[src/rtl/audio_codec_cfg_sequencer_pkg.sv]
// ---------------------------------------------------------------------------
// audio_cfg_pkg
// Shared definitions for the audio codec boot-time configuration sequencer:
// FSM state encoding, the default I2C write address of the codec, and the
// codec register map with the values written at boot.
// A configuration word is {reg_addr[6:0], data[8:0]}. The sequencer prefixes
// it with the slave address to form the 24-bit I2C transfer.
// ---------------------------------------------------------------------------
package audio_cfg_pkg;

  // Sequencer states, in the order a normal boot walks through them
  typedef enum logic [2:0] {
    ST_IDLE,
    ST_PWRUP,
    ST_GAP,
    ST_GO,
    ST_WAIT_DONE,
    ST_CHECK,
    ST_DONE,
    ST_ERROR
  } cfgState_t;

  // 7-bit address 0x1A shifted left with R/W=0
  localparam logic [7:0] SLAVE_ADDR_DEFAULT = 8'h34;

  // Codec register addresses
  localparam logic [6:0] REG_LINE_IN_L  = 7'h00;
  localparam logic [6:0] REG_LINE_IN_R  = 7'h01;
  localparam logic [6:0] REG_HP_OUT_L   = 7'h02;
  localparam logic [6:0] REG_HP_OUT_R   = 7'h03;
  localparam logic [6:0] REG_ANA_PATH   = 7'h04;
  localparam logic [6:0] REG_DIG_PATH   = 7'h05;
  localparam logic [6:0] REG_PWR_DN     = 7'h06;
  localparam logic [6:0] REG_IFACE      = 7'h07;
  localparam logic [6:0] REG_SAMPLING   = 7'h08;
  localparam logic [6:0] REG_ACTIVE     = 7'h09;
  localparam logic [6:0] REG_RESET      = 7'h0F;

  // Boot values: 0 dB line in, 0 dB headphone, DAC to output with line bypass
  // off, no de-emphasis, everything powered, I2S master 16-bit, 48 kHz normal
  // mode, then activate the digital interface last.
  localparam logic [8:0] VAL_RESET      = 9'h000;
  localparam logic [8:0] VAL_LINE_IN    = 9'h017;
  localparam logic [8:0] VAL_HP_OUT     = 9'h079;
  localparam logic [8:0] VAL_ANA_PATH   = 9'h012;
  localparam logic [8:0] VAL_DIG_PATH   = 9'h000;
  localparam logic [8:0] VAL_PWR_DN     = 9'h000;
  localparam logic [8:0] VAL_IFACE      = 9'h042;
  localparam logic [8:0] VAL_SAMPLING   = 9'h000;
  localparam logic [8:0] VAL_ACTIVE     = 9'h001;

  // Packs a register address and its 9-bit value into one table word
  function automatic logic [15:0] cfgWord(input logic [6:0] regAddr,
                                          input logic [8:0] regData);
    return {regAddr, regData};
  endfunction

endpackage

[src/rtl/audio_codec_cfg_sequencer_if.sv]
// ---------------------------------------------------------------------------
// audio_codec_cfg_sequencer_if
// Go/done handshake between the configuration sequencer and the bit-level
// I2C transfer engine.
//   xfer_go    sequencer -> engine  level request, held until xfer_done
//   xfer_data  sequencer -> engine  24-bit word, stable while xfer_go=1
//   xfer_done  engine -> sequencer  transfer finished, sticky while xfer_go=1
//   xfer_nack  engine -> sequencer  1 when any ACK slot was not acknowledged
// The sequencer uses the master modport, the engine the slave modport.
// ---------------------------------------------------------------------------
interface audio_codec_cfg_sequencer_if;

  logic        xfer_go;
  logic [23:0] xfer_data;
  logic        xfer_done;
  logic        xfer_nack;

  modport master (
    output xfer_go,
    output xfer_data,
    input  xfer_done,
    input  xfer_nack
  );

  modport slave (
    input  xfer_go,
    input  xfer_data,
    output xfer_done,
    output xfer_nack
  );

endinterface

[src/rtl/audio_codec_cfg_rom.sv]
// ---------------------------------------------------------------------------
// audio_codec_cfg_rom
// Combinational lookup of the codec boot table. Entry 0 is the codec reset
// write; the ACTIVE write must stay last so the digital interface is only
// enabled once every other register is set up. Out-of-range indices read 0.
// Ports:
//   index_i  in   IDX_W  table index
//   word_o   out  16     {reg_addr[6:0], data[8:0]}
// ---------------------------------------------------------------------------
module audio_codec_cfg_rom
  import audio_cfg_pkg::*;
#(
  parameter int IDX_W = 4
) (
  input  logic [IDX_W-1:0] index_i,
  output logic [15:0]      word_o
);

  // Table decode; anything past the last entry falls through to zero
  always_comb begin
    word_o = 16'h0000;
    case (int'(index_i))
      0:       word_o = cfgWord(REG_RESET,     VAL_RESET);
      1:       word_o = cfgWord(REG_LINE_IN_L, VAL_LINE_IN);
      2:       word_o = cfgWord(REG_LINE_IN_R, VAL_LINE_IN);
      3:       word_o = cfgWord(REG_HP_OUT_L,  VAL_HP_OUT);
      4:       word_o = cfgWord(REG_HP_OUT_R,  VAL_HP_OUT);
      5:       word_o = cfgWord(REG_ANA_PATH,  VAL_ANA_PATH);
      6:       word_o = cfgWord(REG_DIG_PATH,  VAL_DIG_PATH);
      7:       word_o = cfgWord(REG_PWR_DN,    VAL_PWR_DN);
      8:       word_o = cfgWord(REG_IFACE,     VAL_IFACE);
      9:       word_o = cfgWord(REG_SAMPLING,  VAL_SAMPLING);
      10:      word_o = cfgWord(REG_ACTIVE,    VAL_ACTIVE);
      default: word_o = 16'h0000;
    endcase
  end

endmodule

[src/rtl/audio_codec_cfg_sequencer.sv]
// ---------------------------------------------------------------------------
// audio_codec_cfg_sequencer
// Boot-time sequencer for the audio codec I2C control port. After a start
// pulse it waits for the codec to power up, then hands each table word to the
// I2C transfer engine, retrying NACKed or hung transfers up to MAX_RETRIES
// times, and finally reports done or error.
// Ports:
//   i2c_clk    in   1      clock, all logic on rising edge
//   reset      in   1      asynchronous, active-low
//   start      in   1      pulse: run/re-run the table from index 0
//   xfer       if   -      master side of the go/done engine handshake
//   busy       out  1      sequence in progress
//   cfg_done   out  1      every word acknowledged
//   cfg_error  out  1      retries exhausted on cfg_index
//   cfg_index  out  IDX_W  current (or failing) table index
// Requires NUM_WORDS >= 2, GAP_CYCLES/PWRUP_CYCLES/TIMEOUT_CYC >= 1,
// MAX_RETRIES in 1..7.
// ---------------------------------------------------------------------------
module audio_codec_cfg_sequencer
  import audio_cfg_pkg::*;
#(
  parameter int         NUM_WORDS    = 11,
  parameter logic [7:0] SLAVE_ADDR   = SLAVE_ADDR_DEFAULT,
  parameter int         MAX_RETRIES  = 3,
  parameter int         PWRUP_CYCLES = 50000,
  parameter int         GAP_CYCLES   = 2000,
  parameter int         TIMEOUT_CYC  = 100000,
  localparam int        IDX_W        = $clog2(NUM_WORDS)
) (
  input  logic                        i2c_clk,
  input  logic                        reset,
  input  logic                        start,
  audio_codec_cfg_sequencer_if.master xfer,
  output logic                        busy,
  output logic                        cfg_done,
  output logic                        cfg_error,
  output logic [IDX_W-1:0]            cfg_index
);

  // One shared cycle counter serves power-up, gap and timeout, so it is
  // sized for the largest of the three.
  localparam int PG_MAX  = (PWRUP_CYCLES > GAP_CYCLES) ? PWRUP_CYCLES : GAP_CYCLES;
  localparam int CNT_MAX = (PG_MAX > TIMEOUT_CYC) ? PG_MAX : TIMEOUT_CYC;
  localparam int CNT_W   = $clog2(CNT_MAX + 1);

  localparam logic [CNT_W-1:0] PWRUP_LAST   = CNT_W'(PWRUP_CYCLES - 1);
  localparam logic [CNT_W-1:0] GAP_LAST     = CNT_W'(GAP_CYCLES - 1);
  localparam logic [CNT_W-1:0] TIMEOUT_LAST = CNT_W'(TIMEOUT_CYC - 1);
  localparam logic [CNT_W-1:0] CNT_ONE      = CNT_W'(1);
  localparam logic [IDX_W-1:0] LAST_IDX     = IDX_W'(NUM_WORDS - 1);
  localparam logic [IDX_W-1:0] IDX_ONE      = IDX_W'(1);
  localparam logic [2:0]       RETRY_LAST   = 3'(MAX_RETRIES - 1);

  cfgState_t         state_q,    state_d;
  logic [CNT_W-1:0]  cycleCnt_q, cycleCnt_d;
  logic [2:0]        retryCnt_q, retryCnt_d;
  logic [IDX_W-1:0]  index_q,    index_d;
  logic [23:0]       data_q,     data_d;
  logic              go_q,       go_d;
  logic              fail_q,     fail_d;
  logic [15:0]       romWord;

  audio_codec_cfg_rom #(
    .IDX_W (IDX_W)
  ) u_rom (
    .index_i (index_q),
    .word_o  (romWord)
  );

  // State and datapath registers. The asynchronous reset clears go_q, so a
  // reset in the middle of a transfer drops the request without a clock.
  always_ff @(posedge i2c_clk or negedge reset) begin
    if (!reset) begin
      state_q    <= ST_IDLE;
      cycleCnt_q <= '0;
      retryCnt_q <= '0;
      index_q    <= '0;
      data_q     <= '0;
      go_q       <= 1'b0;
      fail_q     <= 1'b0;
    end else begin
      state_q    <= state_d;
      cycleCnt_q <= cycleCnt_d;
      retryCnt_q <= retryCnt_d;
      index_q    <= index_d;
      data_q     <= data_d;
      go_q       <= go_d;
      fail_q     <= fail_d;
    end
  end

  // Next-state logic. go_d is only raised from GO and kept in WAIT_DONE, so
  // the request rises one cycle after the data register is loaded and falls
  // on the cycle the transfer is resolved.
  always_comb begin
    state_d    = state_q;
    cycleCnt_d = cycleCnt_q;
    retryCnt_d = retryCnt_q;
    index_d    = index_q;
    data_d     = data_q;
    go_d       = 1'b0;
    fail_d     = fail_q;

    case (state_q)
      ST_IDLE: begin
        if (start) begin
          cycleCnt_d = '0;
          state_d    = ST_PWRUP;
        end
      end

      ST_PWRUP: begin
        if (cycleCnt_q == PWRUP_LAST) begin
          cycleCnt_d = '0;
          state_d    = ST_GAP;
        end else begin
          cycleCnt_d = cycleCnt_q + CNT_ONE;
        end
      end

      // The counter parks at its terminal value; leaving additionally waits
      // for the engine to have dropped a done left over from earlier.
      ST_GAP: begin
        if (cycleCnt_q != GAP_LAST) begin
          cycleCnt_d = cycleCnt_q + CNT_ONE;
        end else if (!xfer.xfer_done) begin
          data_d  = {SLAVE_ADDR, romWord};
          state_d = ST_GO;
        end
      end

      ST_GO: begin
        go_d       = 1'b1;
        cycleCnt_d = '0;
        state_d    = ST_WAIT_DONE;
      end

      // done has priority over the timeout in the same cycle
      ST_WAIT_DONE: begin
        if (xfer.xfer_done) begin
          fail_d  = xfer.xfer_nack;
          state_d = ST_CHECK;
        end else if (cycleCnt_q == TIMEOUT_LAST) begin
          fail_d  = 1'b1;
          state_d = ST_CHECK;
        end else begin
          go_d       = 1'b1;
          cycleCnt_d = cycleCnt_q + CNT_ONE;
        end
      end

      ST_CHECK: begin
        cycleCnt_d = '0;
        state_d    = ST_GAP;
        if (!fail_q) begin
          retryCnt_d = '0;
          if (index_q == LAST_IDX) begin
            state_d = ST_DONE;
          end else begin
            index_d = index_q + IDX_ONE;
          end
        end else begin
          retryCnt_d = retryCnt_q + 3'd1;
          if (retryCnt_q == RETRY_LAST) begin
            state_d = ST_ERROR;
          end
        end
      end

      ST_DONE, ST_ERROR: begin
        if (start) begin
          index_d    = '0;
          retryCnt_d = '0;
          cycleCnt_d = '0;
          fail_d     = 1'b0;
          state_d    = ST_PWRUP;
        end
      end

      default: state_d = ST_IDLE;
    endcase
  end

  assign xfer.xfer_go   = go_q;
  assign xfer.xfer_data = data_q;
  assign busy           = (state_q != ST_IDLE) && (state_q != ST_DONE) && (state_q != ST_ERROR);
  assign cfg_done       = (state_q == ST_DONE);
  assign cfg_error      = (state_q == ST_ERROR);
  assign cfg_index      = index_q;

endmodule

[src/flat_wrapper.sv]
// flat-port wrapper written by rule: the top's interface ports become plain ports
module audio_codec_cfg_sequencer_flat import audio_cfg_pkg::*;
#(
  parameter int         NUM_WORDS    = 11,
  parameter logic [7:0] SLAVE_ADDR   = SLAVE_ADDR_DEFAULT,
  parameter int         MAX_RETRIES  = 3,
  parameter int         PWRUP_CYCLES = 50000,
  parameter int         GAP_CYCLES   = 2000,
  parameter int         TIMEOUT_CYC  = 100000,
  localparam int        IDX_W        = $clog2(NUM_WORDS)
)
  (i2c_clk, reset, start, busy, cfg_done, cfg_error, cfg_index, xfer_xfer_go, xfer_xfer_data, xfer_xfer_done, xfer_xfer_nack);
  audio_codec_cfg_sequencer_if xfer_i ();
  input  logic i2c_clk;
  input  logic reset;
  input  logic start;
  output logic busy;
  output logic cfg_done;
  output logic cfg_error;
  output logic [IDX_W-1:0] cfg_index;
  output wire logic [$bits(xfer_i.xfer_go)-1:0] xfer_xfer_go;
  output wire logic [$bits(xfer_i.xfer_data)-1:0] xfer_xfer_data;
  input wire logic [$bits(xfer_i.xfer_done)-1:0] xfer_xfer_done;
  input wire logic [$bits(xfer_i.xfer_nack)-1:0] xfer_xfer_nack;
  assign xfer_xfer_go = xfer_i.xfer_go;
  assign xfer_xfer_data = xfer_i.xfer_data;
  assign xfer_i.xfer_done = xfer_xfer_done;
  assign xfer_i.xfer_nack = xfer_xfer_nack;
  audio_codec_cfg_sequencer #(.NUM_WORDS(NUM_WORDS), .SLAVE_ADDR(SLAVE_ADDR), .MAX_RETRIES(MAX_RETRIES), .PWRUP_CYCLES(PWRUP_CYCLES), .GAP_CYCLES(GAP_CYCLES), .TIMEOUT_CYC(TIMEOUT_CYC)) u_core (.i2c_clk(i2c_clk), .reset(reset), .start(start), .xfer(xfer_i), .busy(busy), .cfg_done(cfg_done), .cfg_error(cfg_error), .cfg_index(cfg_index));
endmodule
[config.mk]
export PLATFORM = sky130hd
export DESIGN_NAME = audio_codec_cfg_sequencer_flat
export DESIGN_NICKNAME = d
export VERILOG_FILES = /design/src/rtl/audio_codec_cfg_sequencer_pkg.sv /design/src/rtl/audio_codec_cfg_sequencer_if.sv /design/src/rtl/audio_codec_cfg_rom.sv /design/src/rtl/audio_codec_cfg_sequencer.sv /design/src/flat_wrapper.sv
export SDC_FILE = /design/constraint.sdc
export NUM_CORES = 1
export LEC_CHECK = 0
export ABC_AREA = 0
export BUFFER_PORTS_ARGS = -buffer_cell sky130_fd_sc_hd__buf_2
export CAP_MARGIN = 30
export CORE_MARGIN = 2
export CORE_UTILIZATION = 45
export CTS_CLUSTER_DIAMETER = 50
export DETAILED_ROUTE_END_ITERATION = 8
export HOLD_SLACK_MARGIN = 0.08
export PLACE_DENSITY = 0.66
export SYNTH_ARGS = -nofsm -noshare
export SYNTH_HDL_FRONTEND = slang
export SYNTH_SLANG_ARGS = --single-unit
export TNS_END_PERCENT = 50
[constraint.sdc]
create_clock -name i2c_clk -period 4.5 [get_ports i2c_clk]
set_input_delay 0.45 -clock i2c_clk [delete_from_list [all_inputs] [get_ports i2c_clk]]
set_output_delay 0.45 -clock i2c_clk [all_outputs]
set_load 0.02 [all_outputs]
==> flow_metrics.py <==
metrics = {
    "run_status": {
        "status": "complete, no violations",
    },
    "setup_path": {
        "worst_ep_arrival_time_ns": 2.92,
        "worstPathMaxFanout": 16,
        "critical_path_class": "flop to flop",
        "end_kind": "flop",
        "worst_setup_path_start_kind": "flop",
        "cp.required_ns": 4.64,
    },
    "cts": {
        "clockBufferDepth": 2,
        "clock_latency_ns": 0.29,
        "htreeDepth": 2,
        "cts.sinks": 40,
        "clkSlewWorstSetupHoldPaths_ns": 0.08,
        "post_cts_buffers": 0,
        "cts-resized-gates": 0,
        "cts_buffers": 5,
        "root_buffer": "clkbuf_8",
        "cts.hold.buffers_added": 0,
        "cts_tree": "yes",
    },
    "timing": {
        "fin_tns_setup_ns": 0,
        "fin_crit_ns": 2.78,
        "timing.fmax_mhz": 360,
        "finalClockSkew_ns": 0.0105,
        "holdWs_ns": 0.275,
        "final_hold_viol_count": 0,
        "finalSetupViolations": 0,
        "post-route-period-util_pct": 61.8,
        "slew_viol_final": 0,
        "tightest_slew_ns": 0.894,
        "fin_ws_ns": 1.72,
        "grt_setup_unrepaired": "no",
        "relSlewSlack_pct": 40.4,
    },
    "die": {
        "fp-row-count": 26,
        "ioPinCount": 37,
        "start_util_pct": 47.2,
        "die_h_um": 77.4,
        "coreArea_um2": 5140,
        "dieArea_um2": 5990,
        "die_w_um": 77.4,
    },
    "power": {
        "leakage_nw": 1.19,
        "p_comb_share_pct": 42.0,
        "intPower_uw": 874,
        "ir_drop_mv": 0.228,
        "powerDensity_nw_per_um2": 570,
        "sw_frac_of_total_pct": 41.9,
        "power_frac_seq_pct": 35.1,
        "p_clk_share_pct": 22.9,
        "p_sw_uw": 631,
        "total_power_mw": 1.51,
    },
    "placed_design": {
        "io_buffers": 26,
        "place_area_um2": 2510,
        "preCtsSetupSlack_ns": 1.73,
        "dp_hpwl_mm": 3.53,
        "place_inst": 356,
        "gp_congestion": 0.851,
    },
    "final_layout": {
        "area_growth_pct": 8.93,
        "layout.nets": 305,
        "final_util_pct": 51.4,
        "insertedDiodeCount": 0,
        "drive_gt1_share_pct": 14.7,
        "nFillCells": 486,
        "instances_no_fill": 363,
        "final_cell_area_um2": 2640,
    },
    "yosys": {
        "synthXorXnorAreaFrac_pct": 0.723,
        "synth_compound_area_share_pct": 21.5,
        "synthAdderAreaFrac_pct": 3.61,
        "synthArstFlopShare_pct": 100,
        "syn_area_um2": 2420,
        "synthMuxAreaShare_pct": 1.70,
        "yosys_most_used_dff": "dfrtp_1",
        "synth_edf_count": 0,
        "yosysSeqAreaShare_pct": 41.3,
        "synth_area_leaders": "dfrtp_1, nand2_1, o21ai_0",
        "ys_ff_latch": 40,
        "syn_inst": 278,
        "yosys-top-cells-count": "dfrtp_1, nand2_1, o21ai_0",
        "synth_simple_gate_area_share_pct": 22.4,
        "synth_top_family_by_area": "simple AND/OR/NAND/NOR gates",
        "syn_avg_cell_area_um2": 8.72,
        "yosys.area.top_type": "dfrtp_1",
        "ys_types": 52,
        "yosys.area.top_type_share_pct": 41.3,
        "yosys_warnings": 0,
        "synth.most_common_cell": "dfrtp_1",
    },
    "grt": {
        "grt_pass1_wl_mm": 8.65,
        "overflow": 0,
        "grt_max_degree": 41,
        "antenna_found_initial": 0,
        "grt_pass1_vias": 1904,
        "grt_usage_pct": 17.6,
    },
    "drt": {
        "drc": 0,
        "wl_per_cell_um": 13.8,
        "antenna_left": 0,
        "routed_wl_mm": 5.02,
        "vias_per_cell": 5.47,
        "drt_first_iter_violations": 106,
        "first_pass_iters": 4,
        "vias": 1987,
    },
    "hold_path": {
        "worstHoldPathType": "primary input to async pin",
    },
    "flow_run": {
        "cap_violations": 0,
    },
}
layer usage:
metal | share of wire [%] | track usage [%]
met1 | 47 | 23.4
met2 | 48 | 29.0
met3 | 3.9 | 3.49
met4 | 1.0 | 5.54
met5 | 0 | 0
critical path, cell delays in order (launching register included):
cell	delay [ns]
dfrtp_1	0.39
ha_1	0.22
nand4b_1	0.13
or4_1	0.55
o211ai_1	0.21
buf_4	0.21
nand2_1	0.17
or2b_1	0.61
o22ai_1	0.14
cell type report:
class | count | area, um2 | share of cell area (%)
Multi-Input combinational cell | 209 | 1250 | 47.3
Sequential cell | 40 | 1000 | 37.9
Timing Repair Buffer | 27 | 138 | 5.21
Tap cell | 70 | 87.6 | 3.32
Clock buffer | 5 | 68.8 | 2.61
Clock inverter | 2 | 60.1 | 2.27
Inverter | 10 | 37.5 | 1.42
cell usage in the layout (no fill, tap or decap), types with 7 or more instances in the layout:
master	n
conb_1	10
ha_1	7
nand3_1	9
dfrtp_1	40
inv_1	10
buf_2	26
o31ai_1	7
nand2_1	32
nor2_1	20
a21oi_1	21
o21ai_0	22
registers in the layout (all words and copies together), names as in the netlist:
signal and cells:
u_core.cfg_index 4, u_core.cycleCnt_q 17, u_core.fail_q 1, u_core.retryCnt_q 3, u_core.state_q 3, u_core.xfer.xfer_data 11
u_core.xfer.xfer_go 1
path summary, 6_finish.rpt:
path | start | slack, ns | endpoint | cells past startpoint
min in group i2c_clk | xfer_xfer_nack | 0.43 | u_core.fail_q | 3
min reg2reg | u_core.xfer.xfer_data[12] | 0.48 | u_core.xfer.xfer_data[12] | 2
max in group asynchronous | reset | 3.66 | u_core.cycleCnt_q[9] | 1
max | u_core.cycleCnt_q[0] | 1.72 | u_core.cycleCnt_q[16] | 8
max reg2reg | u_core.cycleCnt_q[0] | 1.72 | u_core.cycleCnt_q[16] | 8
min | reset | 0.27 | u_core.retryCnt_q[0] | 1
power groups by stage:
stage / Combinational, mW / Sequential, mW / Clock, mW
after floorplan: 0.556 / 0.493 / 0
after global placement: 0.621 / 0.529 / 0
after detailed placement: 0.634 / 0.533 / 0
after CTS: 0.636 / 0.525 / 0.354
after global routing: 0.714 / 0.542 / 0.371
final: 0.632 / 0.528 / 0.345
logic make-up after synthesis:
| group | after synthesis |
|---|---|
| buffers and inverters | 38 |
| XOR/XNOR | 2 |
| AND/OR/NAND/NOR | 104 |
| flip-flops | 40 |
| adder cells (fa/ha/maj) | 7 |
| other | 1 |
| AO/OA/AOI/OAI | 82 |
| multiplexers | 4 |
(Power assumes the default switching activity.)
